[src/rtl/jpeg_pkg.sv]
// Shared constants and types for the JPEG quantize + zigzag stage.
package jpeg_pkg;

  localparam int COEF_WIDTH  = 16;
  localparam int RECIP_WIDTH = 16;

  typedef logic signed [COEF_WIDTH-1:0] quant_coef_t;

  typedef enum logic [1:0] {
    QZ_IDLE  = 2'd0,
    QZ_RUN   = 2'd1,
    QZ_DRAIN = 2'd2
  } qz_state_t;

  // Natural (row-major) address of each zigzag position.
  localparam logic [5:0] ZIGZAG_TO_NATURAL [64] = '{
    6'd0,  6'd1,  6'd8,  6'd16, 6'd9,  6'd2,  6'd3,  6'd10,
    6'd17, 6'd24, 6'd32, 6'd25, 6'd18, 6'd11, 6'd4,  6'd5,
    6'd12, 6'd19, 6'd26, 6'd33, 6'd40, 6'd48, 6'd41, 6'd34,
    6'd27, 6'd20, 6'd13, 6'd6,  6'd7,  6'd14, 6'd21, 6'd28,
    6'd35, 6'd42, 6'd49, 6'd56, 6'd57, 6'd50, 6'd43, 6'd36,
    6'd29, 6'd22, 6'd15, 6'd23, 6'd30, 6'd37, 6'd44, 6'd51,
    6'd58, 6'd59, 6'd52, 6'd45, 6'd38, 6'd31, 6'd39, 6'd46,
    6'd53, 6'd60, 6'd61, 6'd54, 6'd47, 6'd55, 6'd62, 6'd63
  };

endpackage

[src/rtl/jpeg_quant_zigzag_if.sv]
// Coefficient-buffer read port plus zigzag output stream of the quantizer.
interface jpeg_quant_zigzag_if #(
  parameter int OUT_WIDTH = 12
);
  import jpeg_pkg::*;

  logic [5:0]                  coef_rd_addr;
  logic                        coef_rd_en;
  quant_coef_t                 coef_rd_data;
  logic [RECIP_WIDTH-1:0]      recip_data;
  logic                        out_valid;
  logic                        out_ready;
  logic signed [OUT_WIDTH-1:0] out_data;
  logic [5:0]                  out_index;
  logic                        out_last;

  modport master (
    output coef_rd_addr, coef_rd_en, out_valid, out_data, out_index, out_last,
    input  coef_rd_data, recip_data, out_ready
  );

  modport slave (
    input  coef_rd_addr, coef_rd_en, out_valid, out_data, out_index, out_last,
    output coef_rd_data, recip_data, out_ready
  );

endinterface

[src/rtl/quant_stream_fifo.sv]
// Small synchronous FIFO buffering quantized coefficients ahead of the stream port.
module quant_stream_fifo #(
  parameter int WIDTH = 18,
  parameter int DEPTH = 4
) (
  input  logic                     clock,
  input  logic                     reset,
  input  logic                     push,
  input  logic [WIDTH-1:0]         push_data,
  input  logic                     pop,
  output logic [WIDTH-1:0]         pop_data,
  output logic [$clog2(DEPTH):0]   count,
  output logic                     full,
  output logic                     empty
);
  localparam int PTR_W = $clog2(DEPTH);
  localparam logic [PTR_W:0]   FULL_CNT = (PTR_W + 1)'(DEPTH);
  localparam logic [PTR_W:0]   ONE_CNT  = {{PTR_W{1'b0}}, 1'b1};
  localparam logic [PTR_W-1:0] ONE_PTR  = {{(PTR_W - 1){1'b0}}, 1'b1};

  logic [WIDTH-1:0] mem_r [DEPTH];
  logic [PTR_W-1:0] wr_ptr_r;
  logic [PTR_W-1:0] rd_ptr_r;
  logic [PTR_W:0]   count_r;
  logic             do_push_s;
  logic             do_pop_s;

  assign full      = (count_r == FULL_CNT);
  assign empty     = (count_r == {(PTR_W + 1){1'b0}});
  assign count     = count_r;
  assign pop_data  = mem_r[rd_ptr_r];
  assign do_push_s = push & ~full;
  assign do_pop_s  = pop & ~empty;

  // Storage, pointers and occupancy; storage is cleared so the head reads 0 after reset.
  always_ff @(posedge clock or posedge reset) begin
    if (reset) begin
      for (int i = 0; i < DEPTH; i++) begin
        mem_r[i] <= {WIDTH{1'b0}};
      end
      wr_ptr_r <= {PTR_W{1'b0}};
      rd_ptr_r <= {PTR_W{1'b0}};
      count_r  <= {(PTR_W + 1){1'b0}};
    end else begin
      if (do_push_s) begin
        mem_r[wr_ptr_r] <= push_data;
        wr_ptr_r        <= wr_ptr_r + ONE_PTR;
      end
      if (do_pop_s) begin
        rd_ptr_r <= rd_ptr_r + ONE_PTR;
      end
      case ({do_push_s, do_pop_s})
        2'b10:   count_r <= count_r + ONE_CNT;
        2'b01:   count_r <= count_r - ONE_CNT;
        default: count_r <= count_r;
      endcase
    end
  end

endmodule

[src/rtl/jpeg_quant_zigzag.sv]
// Quantizes one 8x8 DCT block by reciprocal multiply and streams it in zigzag order.
// Optional feature macro QUANT_NZ_COUNT_EN adds the nz_count AC non-zero counter port.
module jpeg_quant_zigzag
  import jpeg_pkg::*;
#(
  parameter int DCT_SHIFT  = 3,
  parameter int OUT_WIDTH  = 12,
  parameter int FIFO_DEPTH = 4
) (
  input  logic clock,
  input  logic reset,
  input  logic start,
  output logic busy,
  output logic done,
`ifdef QUANT_NZ_COUNT_EN
  output logic [6:0] nz_count,
`endif
  jpeg_quant_zigzag_if.master bus
);
  localparam int CNT_W   = $clog2(FIFO_DEPTH) + 1;
  localparam int ENTRY_W = OUT_WIDTH + 6;
  localparam int SHIFT   = 15 + DCT_SHIFT;
  localparam int PROD_W  = COEF_WIDTH + RECIP_WIDTH + 1;

  localparam logic [PROD_W:0] HALF     = {{PROD_W{1'b0}}, 1'b1} << (SHIFT - 1);
  localparam logic [PROD_W:0] POS_MAX  = {{(PROD_W + 2 - OUT_WIDTH){1'b0}}, {(OUT_WIDTH - 1){1'b1}}};
  localparam logic [PROD_W:0] NEG_MAG  = {{PROD_W{1'b0}}, 1'b1} << (OUT_WIDTH - 1);
  localparam logic signed [OUT_WIDTH-1:0] Q_MAX = {1'b0, {(OUT_WIDTH - 1){1'b1}}};
  localparam logic signed [OUT_WIDTH-1:0] Q_MIN = {1'b1, {(OUT_WIDTH - 1){1'b0}}};
  localparam logic [CNT_W:0]   DEPTH_LIM = (CNT_W + 1)'(FIFO_DEPTH);
  localparam logic [CNT_W-1:0] ONE_CNT   = {{(CNT_W - 1){1'b0}}, 1'b1};

  // Round half away from zero on the magnitude, then saturate to the output range.
  function automatic logic signed [OUT_WIDTH-1:0] quantize(input logic signed [PROD_W-1:0] p);
    logic            neg;
    logic [PROD_W:0] mag;
    logic [PROD_W:0] m;
    neg = p[PROD_W-1];
    if (neg) begin
      mag = {(PROD_W + 1){1'b0}} - {p[PROD_W-1], p};
    end else begin
      mag = {1'b0, p};
    end
    m = (mag + HALF) >> SHIFT;
    if (!neg) begin
      if (m > POS_MAX) quantize = Q_MAX;
      else             quantize = $signed(m[OUT_WIDTH-1:0]);
    end else if (m > NEG_MAG) begin
      quantize = Q_MIN;
    end else begin
      quantize = $signed(~m[OUT_WIDTH-1:0] + {{(OUT_WIDTH - 1){1'b0}}, 1'b1});
    end
  endfunction

  qz_state_t                 state_r;
  logic                      busy_r;
  logic [5:0]                zz_rd_r;
  logic [5:0]                zz_out_r;
  logic [CNT_W-1:0]          inflight_r;
  logic                      rd_en_r;
  logic [5:0]                rd_addr_r;
  logic [5:0]                idx0_r;
  logic                      v1_r;
  logic [5:0]                idx1_r;
  logic                      v2_r;
  logic [5:0]                idx2_r;
  logic signed [PROD_W-1:0]  prod_r;
  logic signed [PROD_W-1:0]  coef_x_s;
  logic signed [PROD_W-1:0]  recip_x_s;
  logic                      issue_s;
  logic                      hs_s;
  logic [CNT_W:0]            occupancy_s;
  logic [CNT_W-1:0]          fifo_count_s;
  logic                      fifo_full_s;
  logic                      fifo_empty_s;
  logic [ENTRY_W-1:0]        push_data_s;
  logic [ENTRY_W-1:0]        head_s;

  assign occupancy_s = {1'b0, fifo_count_s} + {1'b0, inflight_r};
  assign hs_s        = bus.out_valid & bus.out_ready;
  assign done        = (state_r == QZ_DRAIN) & hs_s & (zz_out_r == 6'd63);
  assign busy        = busy_r;
  assign coef_x_s    = {{(PROD_W - COEF_WIDTH){bus.coef_rd_data[COEF_WIDTH-1]}}, bus.coef_rd_data};
  assign recip_x_s   = {{(PROD_W - RECIP_WIDTH){1'b0}}, bus.recip_data};
  assign push_data_s = {quantize(prod_r), idx2_r};

  // Reads are only issued when every in-flight result is guaranteed a FIFO slot.
  always_comb begin
    issue_s = 1'b0;
    if ((state_r == QZ_RUN) && !fifo_full_s && (occupancy_s < DEPTH_LIM)) begin
      issue_s = 1'b1;
    end else begin
      issue_s = 1'b0;
    end
  end

  // Block sequencer: read issue, zigzag counters and busy flag.
  always_ff @(posedge clock or posedge reset) begin
    if (reset) begin
      state_r   <= QZ_IDLE;
      busy_r    <= 1'b0;
      zz_rd_r   <= 6'd0;
      zz_out_r  <= 6'd0;
      rd_en_r   <= 1'b0;
      rd_addr_r <= 6'd0;
      idx0_r    <= 6'd0;
    end else begin
      rd_en_r <= issue_s;
      if (issue_s) begin
        rd_addr_r <= ZIGZAG_TO_NATURAL[zz_rd_r];
        idx0_r    <= zz_rd_r;
      end
      case (state_r)
        QZ_IDLE: begin
          if (start) begin
            state_r  <= QZ_RUN;
            busy_r   <= 1'b1;
            zz_rd_r  <= 6'd0;
            zz_out_r <= 6'd0;
          end
        end
        QZ_RUN: begin
          if (issue_s) begin
            zz_rd_r <= zz_rd_r + 6'd1;
            if (zz_rd_r == 6'd63) state_r <= QZ_DRAIN;
          end
          if (hs_s) zz_out_r <= zz_out_r + 6'd1;
        end
        QZ_DRAIN: begin
          if (hs_s) zz_out_r <= zz_out_r + 6'd1;
          if (done) begin
            state_r <= QZ_IDLE;
            busy_r  <= 1'b0;
          end
        end
        default: begin
          state_r <= QZ_IDLE;
          busy_r  <= 1'b0;
        end
      endcase
    end
  end

  // Reads issued but not yet written into the FIFO.
  always_ff @(posedge clock or posedge reset) begin
    if (reset) begin
      inflight_r <= {CNT_W{1'b0}};
    end else begin
      case ({issue_s, v2_r})
        2'b10:   inflight_r <= inflight_r + ONE_CNT;
        2'b01:   inflight_r <= inflight_r - ONE_CNT;
        default: inflight_r <= inflight_r;
      endcase
    end
  end

  // Data returns one cycle after the read; the product is registered, then rounded on push.
  always_ff @(posedge clock or posedge reset) begin
    if (reset) begin
      v1_r   <= 1'b0;
      idx1_r <= 6'd0;
      v2_r   <= 1'b0;
      idx2_r <= 6'd0;
      prod_r <= {PROD_W{1'b0}};
    end else begin
      v1_r   <= rd_en_r;
      idx1_r <= idx0_r;
      v2_r   <= v1_r;
      idx2_r <= idx1_r;
      if (v1_r) prod_r <= coef_x_s * recip_x_s;
    end
  end

  quant_stream_fifo #(
    .WIDTH (ENTRY_W),
    .DEPTH (FIFO_DEPTH)
  ) u_fifo (
    .clock     (clock),
    .reset     (reset),
    .push      (v2_r),
    .push_data (push_data_s),
    .pop       (hs_s),
    .pop_data  (head_s),
    .count     (fifo_count_s),
    .full      (fifo_full_s),
    .empty     (fifo_empty_s)
  );

  assign bus.coef_rd_en   = rd_en_r;
  assign bus.coef_rd_addr = rd_addr_r;
  assign bus.out_valid    = ~fifo_empty_s;
  assign bus.out_data     = head_s[ENTRY_W-1:6];
  assign bus.out_index    = head_s[5:0];
  assign bus.out_last     = ~fifo_empty_s & (head_s[5:0] == 6'd63);

`ifdef QUANT_NZ_COUNT_EN
  logic [6:0] nz_count_r;

  // Non-zero AC outputs of the current block, frozen once the block completes.
  always_ff @(posedge clock or posedge reset) begin
    if (reset) begin
      nz_count_r <= 7'd0;
    end else if ((state_r == QZ_IDLE) && start) begin
      nz_count_r <= 7'd0;
    end else if (hs_s && (bus.out_index != 6'd0) && (bus.out_data != {OUT_WIDTH{1'b0}})) begin
      nz_count_r <= nz_count_r + 7'd1;
    end else begin
      nz_count_r <= nz_count_r;
    end
  end

  assign nz_count = nz_count_r;
`endif

endmodule

[src/flat_wrapper.sv]
// flat-port wrapper written by rule: the top's interface ports become plain ports
module jpeg_quant_zigzag_flat import jpeg_pkg::*;
#(
  parameter int DCT_SHIFT  = 3,
  parameter int OUT_WIDTH  = 12,
  parameter int FIFO_DEPTH = 4
)
  (clock, reset, start, busy, done, bus_coef_rd_addr, bus_coef_rd_en, bus_out_valid, bus_out_data, bus_out_index, bus_out_last, bus_coef_rd_data, bus_recip_data, bus_out_ready);
  jpeg_quant_zigzag_if #(.OUT_WIDTH(OUT_WIDTH)) bus_i ();
  input  logic clock;
  input  logic reset;
  input  logic start;
  output logic busy;
  output logic done;
  output wire logic [$bits(bus_i.coef_rd_addr)-1:0] bus_coef_rd_addr;
  output wire logic [$bits(bus_i.coef_rd_en)-1:0] bus_coef_rd_en;
  output wire logic [$bits(bus_i.out_valid)-1:0] bus_out_valid;
  output wire logic [$bits(bus_i.out_data)-1:0] bus_out_data;
  output wire logic [$bits(bus_i.out_index)-1:0] bus_out_index;
  output wire logic [$bits(bus_i.out_last)-1:0] bus_out_last;
  input wire logic [$bits(bus_i.coef_rd_data)-1:0] bus_coef_rd_data;
  input wire logic [$bits(bus_i.recip_data)-1:0] bus_recip_data;
  input wire logic [$bits(bus_i.out_ready)-1:0] bus_out_ready;
  assign bus_coef_rd_addr = bus_i.coef_rd_addr;
  assign bus_coef_rd_en = bus_i.coef_rd_en;
  assign bus_out_valid = bus_i.out_valid;
  assign bus_out_data = bus_i.out_data;
  assign bus_out_index = bus_i.out_index;
  assign bus_out_last = bus_i.out_last;
  assign bus_i.coef_rd_data = bus_coef_rd_data;
  assign bus_i.recip_data = bus_recip_data;
  assign bus_i.out_ready = bus_out_ready;
  jpeg_quant_zigzag #(.DCT_SHIFT(DCT_SHIFT), .OUT_WIDTH(OUT_WIDTH), .FIFO_DEPTH(FIFO_DEPTH)) u_core (.clock(clock), .reset(reset), .start(start), .busy(busy), .done(done), .bus(bus_i));
endmodule
[config.mk]
export PLATFORM = sky130hd
export DESIGN_NAME = jpeg_quant_zigzag_flat
export DESIGN_NICKNAME = d
export VERILOG_FILES = /design/src/rtl/jpeg_pkg.sv /design/src/rtl/jpeg_quant_zigzag_if.sv /design/src/rtl/quant_stream_fifo.sv /design/src/rtl/jpeg_quant_zigzag.sv /design/src/flat_wrapper.sv
export SDC_FILE = /design/constraint.sdc
export NUM_CORES = 1
export LEC_CHECK = 0
export ABC_AREA = 1
export BUFFER_PORTS_ARGS = -buffer_cell sky130_fd_sc_hd__buf_2
export CAP_MARGIN = 25
export CORE_AREA = 10 10 179 181
export CTS_CLUSTER_SIZE = 25
export DETAILED_ROUTE_END_ITERATION = 12
export DIE_AREA = 0 0 189 191
export HOLD_SLACK_MARGIN = 0.05
export PLACE_DENSITY = 0.86
export RECOVER_POWER = 25
export SLEW_MARGIN = 20
export SYNTH_ARGS = -nofsm -noshare
export SYNTH_HDL_FRONTEND = slang
export SYNTH_SLANG_ARGS = --single-unit
[constraint.sdc]
create_clock -name clock -period 10.45 [get_ports clock]
set_input_delay 1.045 -clock clock [delete_from_list [all_inputs] [get_ports clock]]
set_output_delay 1.045 -clock clock [all_outputs]
set_load 0.005 [all_outputs]
==> impl_metrics.json <==
{
  "run_status": "complete, but fails checks",
  "violations": "max-capacitance violations, max-slew violations",
  "gpl.final_weighted_congestion": 0.9294,
  "row_cnt": 62,
  "slew_viol_final": 122,
  "worst_hold_slack_ns": 0.3416,
  "critical_path.max_fanout": 17,
  "ant_nets": 0,
  "final.period_utilization": 0.6510,
  "clk-insertion-delay-late_ns": 0.44,
  "grt_max_degree": 86,
  "cts_hold_buffers": 0,
  "numPlacedInstances": 2750,
  "worst_clock_skew_ns": 0.01790,
  "grt_first_pass_wirelength_mm": 74.42,
  "postCtsSetupBuffers": 0,
  "vdd_drop_max_uv": 295.8,
  "minimum_clock_period_ns": 6.803,
  "critPathArrivalTime_ns": 7.04,
  "cts_num_sinks": 157,
  "asyncSetResetFlopFracSynth": 1.000,
  "grt_pass1_vias": 15810,
  "num-nets-final": 2769,
  "cts.clk_slew.worst_paths_ns": 0.07,
  "initial_utilization": 0.6371,
  "drcViolationCount": 0,
  "fp.dieArea_sq_um": 36100,
  "floorplan.core_area_sq_um": 28470,
  "grt_setup_unrepaired": "no",
  "cts.htree.levels": 4,
  "syn_nets": 2780,
  "avg_cell_area_syn_sq_um": 7.570,
  "via_count": 15470,
  "total_power_divided_by_cell_area_nw_per_um2": 340.7,
  "worst-setup-path-type": "primary input to flip-flop",
  "clock-root-buffer": "clkbuf_16",
  "final_cell_count_no_fill": 2783,
  "layout-drive-gt1-share": 0.09133,
  "setup_viol": 0,
  "detailedRoute.firstIterationViolations": 1738,
  "yosys_warnings": 0,
  "synth-seq-cells": 157,
  "firstDrtPassIters": 6,
  "clk_path_buf_depth": 2,
  "port-buffer-count": 64,
  "via_per_inst": 5.557,
  "number_of_max_capacitance_violations_reported": 2,
  "required_time_worst_endpoint_ns": 10.69,
  "place_worst_setup_slack_ns": 3.319,
  "min_path_type": "flip-flop to flip-flop",
  "totalPowerFinal_mw": 6.538,
  "tritoncts_clock_tree": "built",
  "flow.area_growth_from_synthesis_pct": 5.781,
  "residual_overflow_from_global_routing": 0,
  "synth_sequential_area_ratio": 0.2166,
  "die_h_microns": 191,
  "post_synth_inst_count": 2396,
  "grt_antenna_before_repair": 1,
  "post_route_worst_setup_slack_ns": 3.647,
  "ys.flop_type": "dfrtp_1",
  "startpoint_type": "primary input",
  "leakage_nw": 10.97,
  "num_io_pins": 65,
  "clock.fmax_mhz": 147.0,
  "total_cts_buffers": 17,
  "finalHoldViolations": 0,
  "synth_edf_count": 0,
  "timing_worst_slew_pin_value_ns": 3.190,
  "dp_hpwl_mm": 32.80,
  "slew_headroom": -1.139,
  "post_synth_num_cell_types": 56,
  "wl_per_cell_microns": 15.60,
  "postRouteWirelength_mm": 43.42,
  "grt_util_all_layers": 0.2465,
  "cts_repair_resize_count": 0,
  "final.setup.tns_ns": 0,
  "crit_path_end_kind": "flip-flop",
  "syn_area_sq_um": 18140,
  "die_w_microns": 189
}
==> final timing paths <==
kind | slack (ns) | from | cells after the start | to
worst max-delay path | 3.65 | bus_coef_rd_data[15] | 20 | u_core.prod_r[29]
worst min-delay path | 0.34 | u_core.idx1_r[0] | 0 | u_core.idx2_r[0]
worst max register to register | 7.02 | u_core.state_r[1] | 8 | u_core.zz_rd_r[5]
worst min register to register | 0.34 | u_core.idx1_r[0] | 0 | u_core.idx2_r[0]
max in group asynchronous | 7.15 | reset | 3 | u_core.prod_r[20]
min in group asynchronous | 1.53 | reset | 2 | u_core.u_fifo.mem_r[13]
==> worst max-delay path, stage by stage <==
cell	delay, ns
buf_2	0.11
inv_1	0.43
nor2_1	0.16
fa_1	0.54
fa_1	0.52
fa_1	0.52
fa_1	0.52
fa_1	0.55
inv_1	0.06
fa_1	0.52
inv_1	0.04
ha_1	0.38
nand2_1	0.12
nor4_1	0.63
nand3_1	0.24
nand3_1	0.20
a31o_2	0.19
nand2_1	0.05
nand3_1	0.07
o21ai_0	0.11
==> synth_stat cells, types with 25 or more instances <==
cell type  number  share of area
nor2_1        135          0.028
nand2_1       683           0.14
nand3_1        91          0.025
nand2_2        28         0.0097
clkbuf_1       87          0.018
o21ai_0       121          0.033
a21oi_1        54          0.015
inv_1         463          0.096
fa_1          196           0.22
or2_2          25         0.0086
dfrtp_1       157           0.22
ha_1          152           0.10
==> final cells by class <==
class,instances,area (sq um)
fill,2238,9283
sequential,157,3929
clock inverter,14,196.4
antenna,1,2.502
inverter,478,1795
clock buffer,18,429.2
multi-input combinational,1661,11990
timing repair buffer,70,365.4
tap,384,480.5
==> kinds of logic after synthesis <==
kind of cell / synth area share
compound gates: 0.07608
xor+xnor: 0.008209
fa+ha+maj: 0.3212
buf+inv: 0.1224
flops: 0.2166
mux: 0.0006208
simple gates: 0.2549
==> placed cells by master, fill, tap and decap left out, drive strengths merged, types with 3 or more instances in the layout <==
master,count
or2,26
o21ai,124
nor2,157
fa,196
nand4,13
nand2,733
o221ai,4
xnor2,9
a211oi,3
o22ai,20
ha,152
nor3,13
clkinv,10
buf,69
inv,478
xor2,8
nor4,5
clkbuf,19
nand3b,3
a31oi,17
a21oi,55
dfrtp,157
o21a,3
nand3,98
==> sequential cells by signal, indices dropped and copies added (netlist names) <==
register	cells
u_core.idx2_r	6
u_core.zz_out_r	6
u_core.inflight_r	3
u_core.state_r	2
u_core.u_fifo.wr_ptr_r	2
u_core.v1_r	1
u_core.busy	1
u_core.v2_r	1
u_core.u_fifo.mem_r	72
u_core.u_fifo.rd_ptr_r	2
u_core.zz_rd_r	6
u_core.bus.coef_rd_en	1
u_core.idx0_r	6
u_core.u_fifo.count	3
u_core.bus.coef_rd_addr	6
u_core.idx1_r	6
u_core.prod_r	33
==> power breakdown <==
| group | switching, mW | total, mW | leakage [nW] | internal [mW] |
|---|---|---|---|---|
| combinational | 3.08 | 4.88 | 8.62 | 1.79 |
| clock | 0.290 | 0.658 | 0.302 | 0.368 |
| sequential | 0.183 | 1.00 | 2.05 | 0.819 |
==> metal layers <==
layer / GRT usage / share of wire / up-vias
met1: 0.3111 / 0.41 / 7425
met4: 0.08333 / 0.028 / 0
li1: - / - / 7246
met2: 0.4208 / 0.49 / 684
met3: 0.04355 / 0.075 / 110
met5: 0 / 0 / -
==> metrics by stage <==
stage	instance area [sq um]	util
final	19190	0.6739
after global routing	19190	0.6739
after CTS	19190	0.6740
after detailed placement	18560	0.6520
after global placement	18560	0.6520
after floorplan	18140	-
Power figures use the tool's default switching activity.
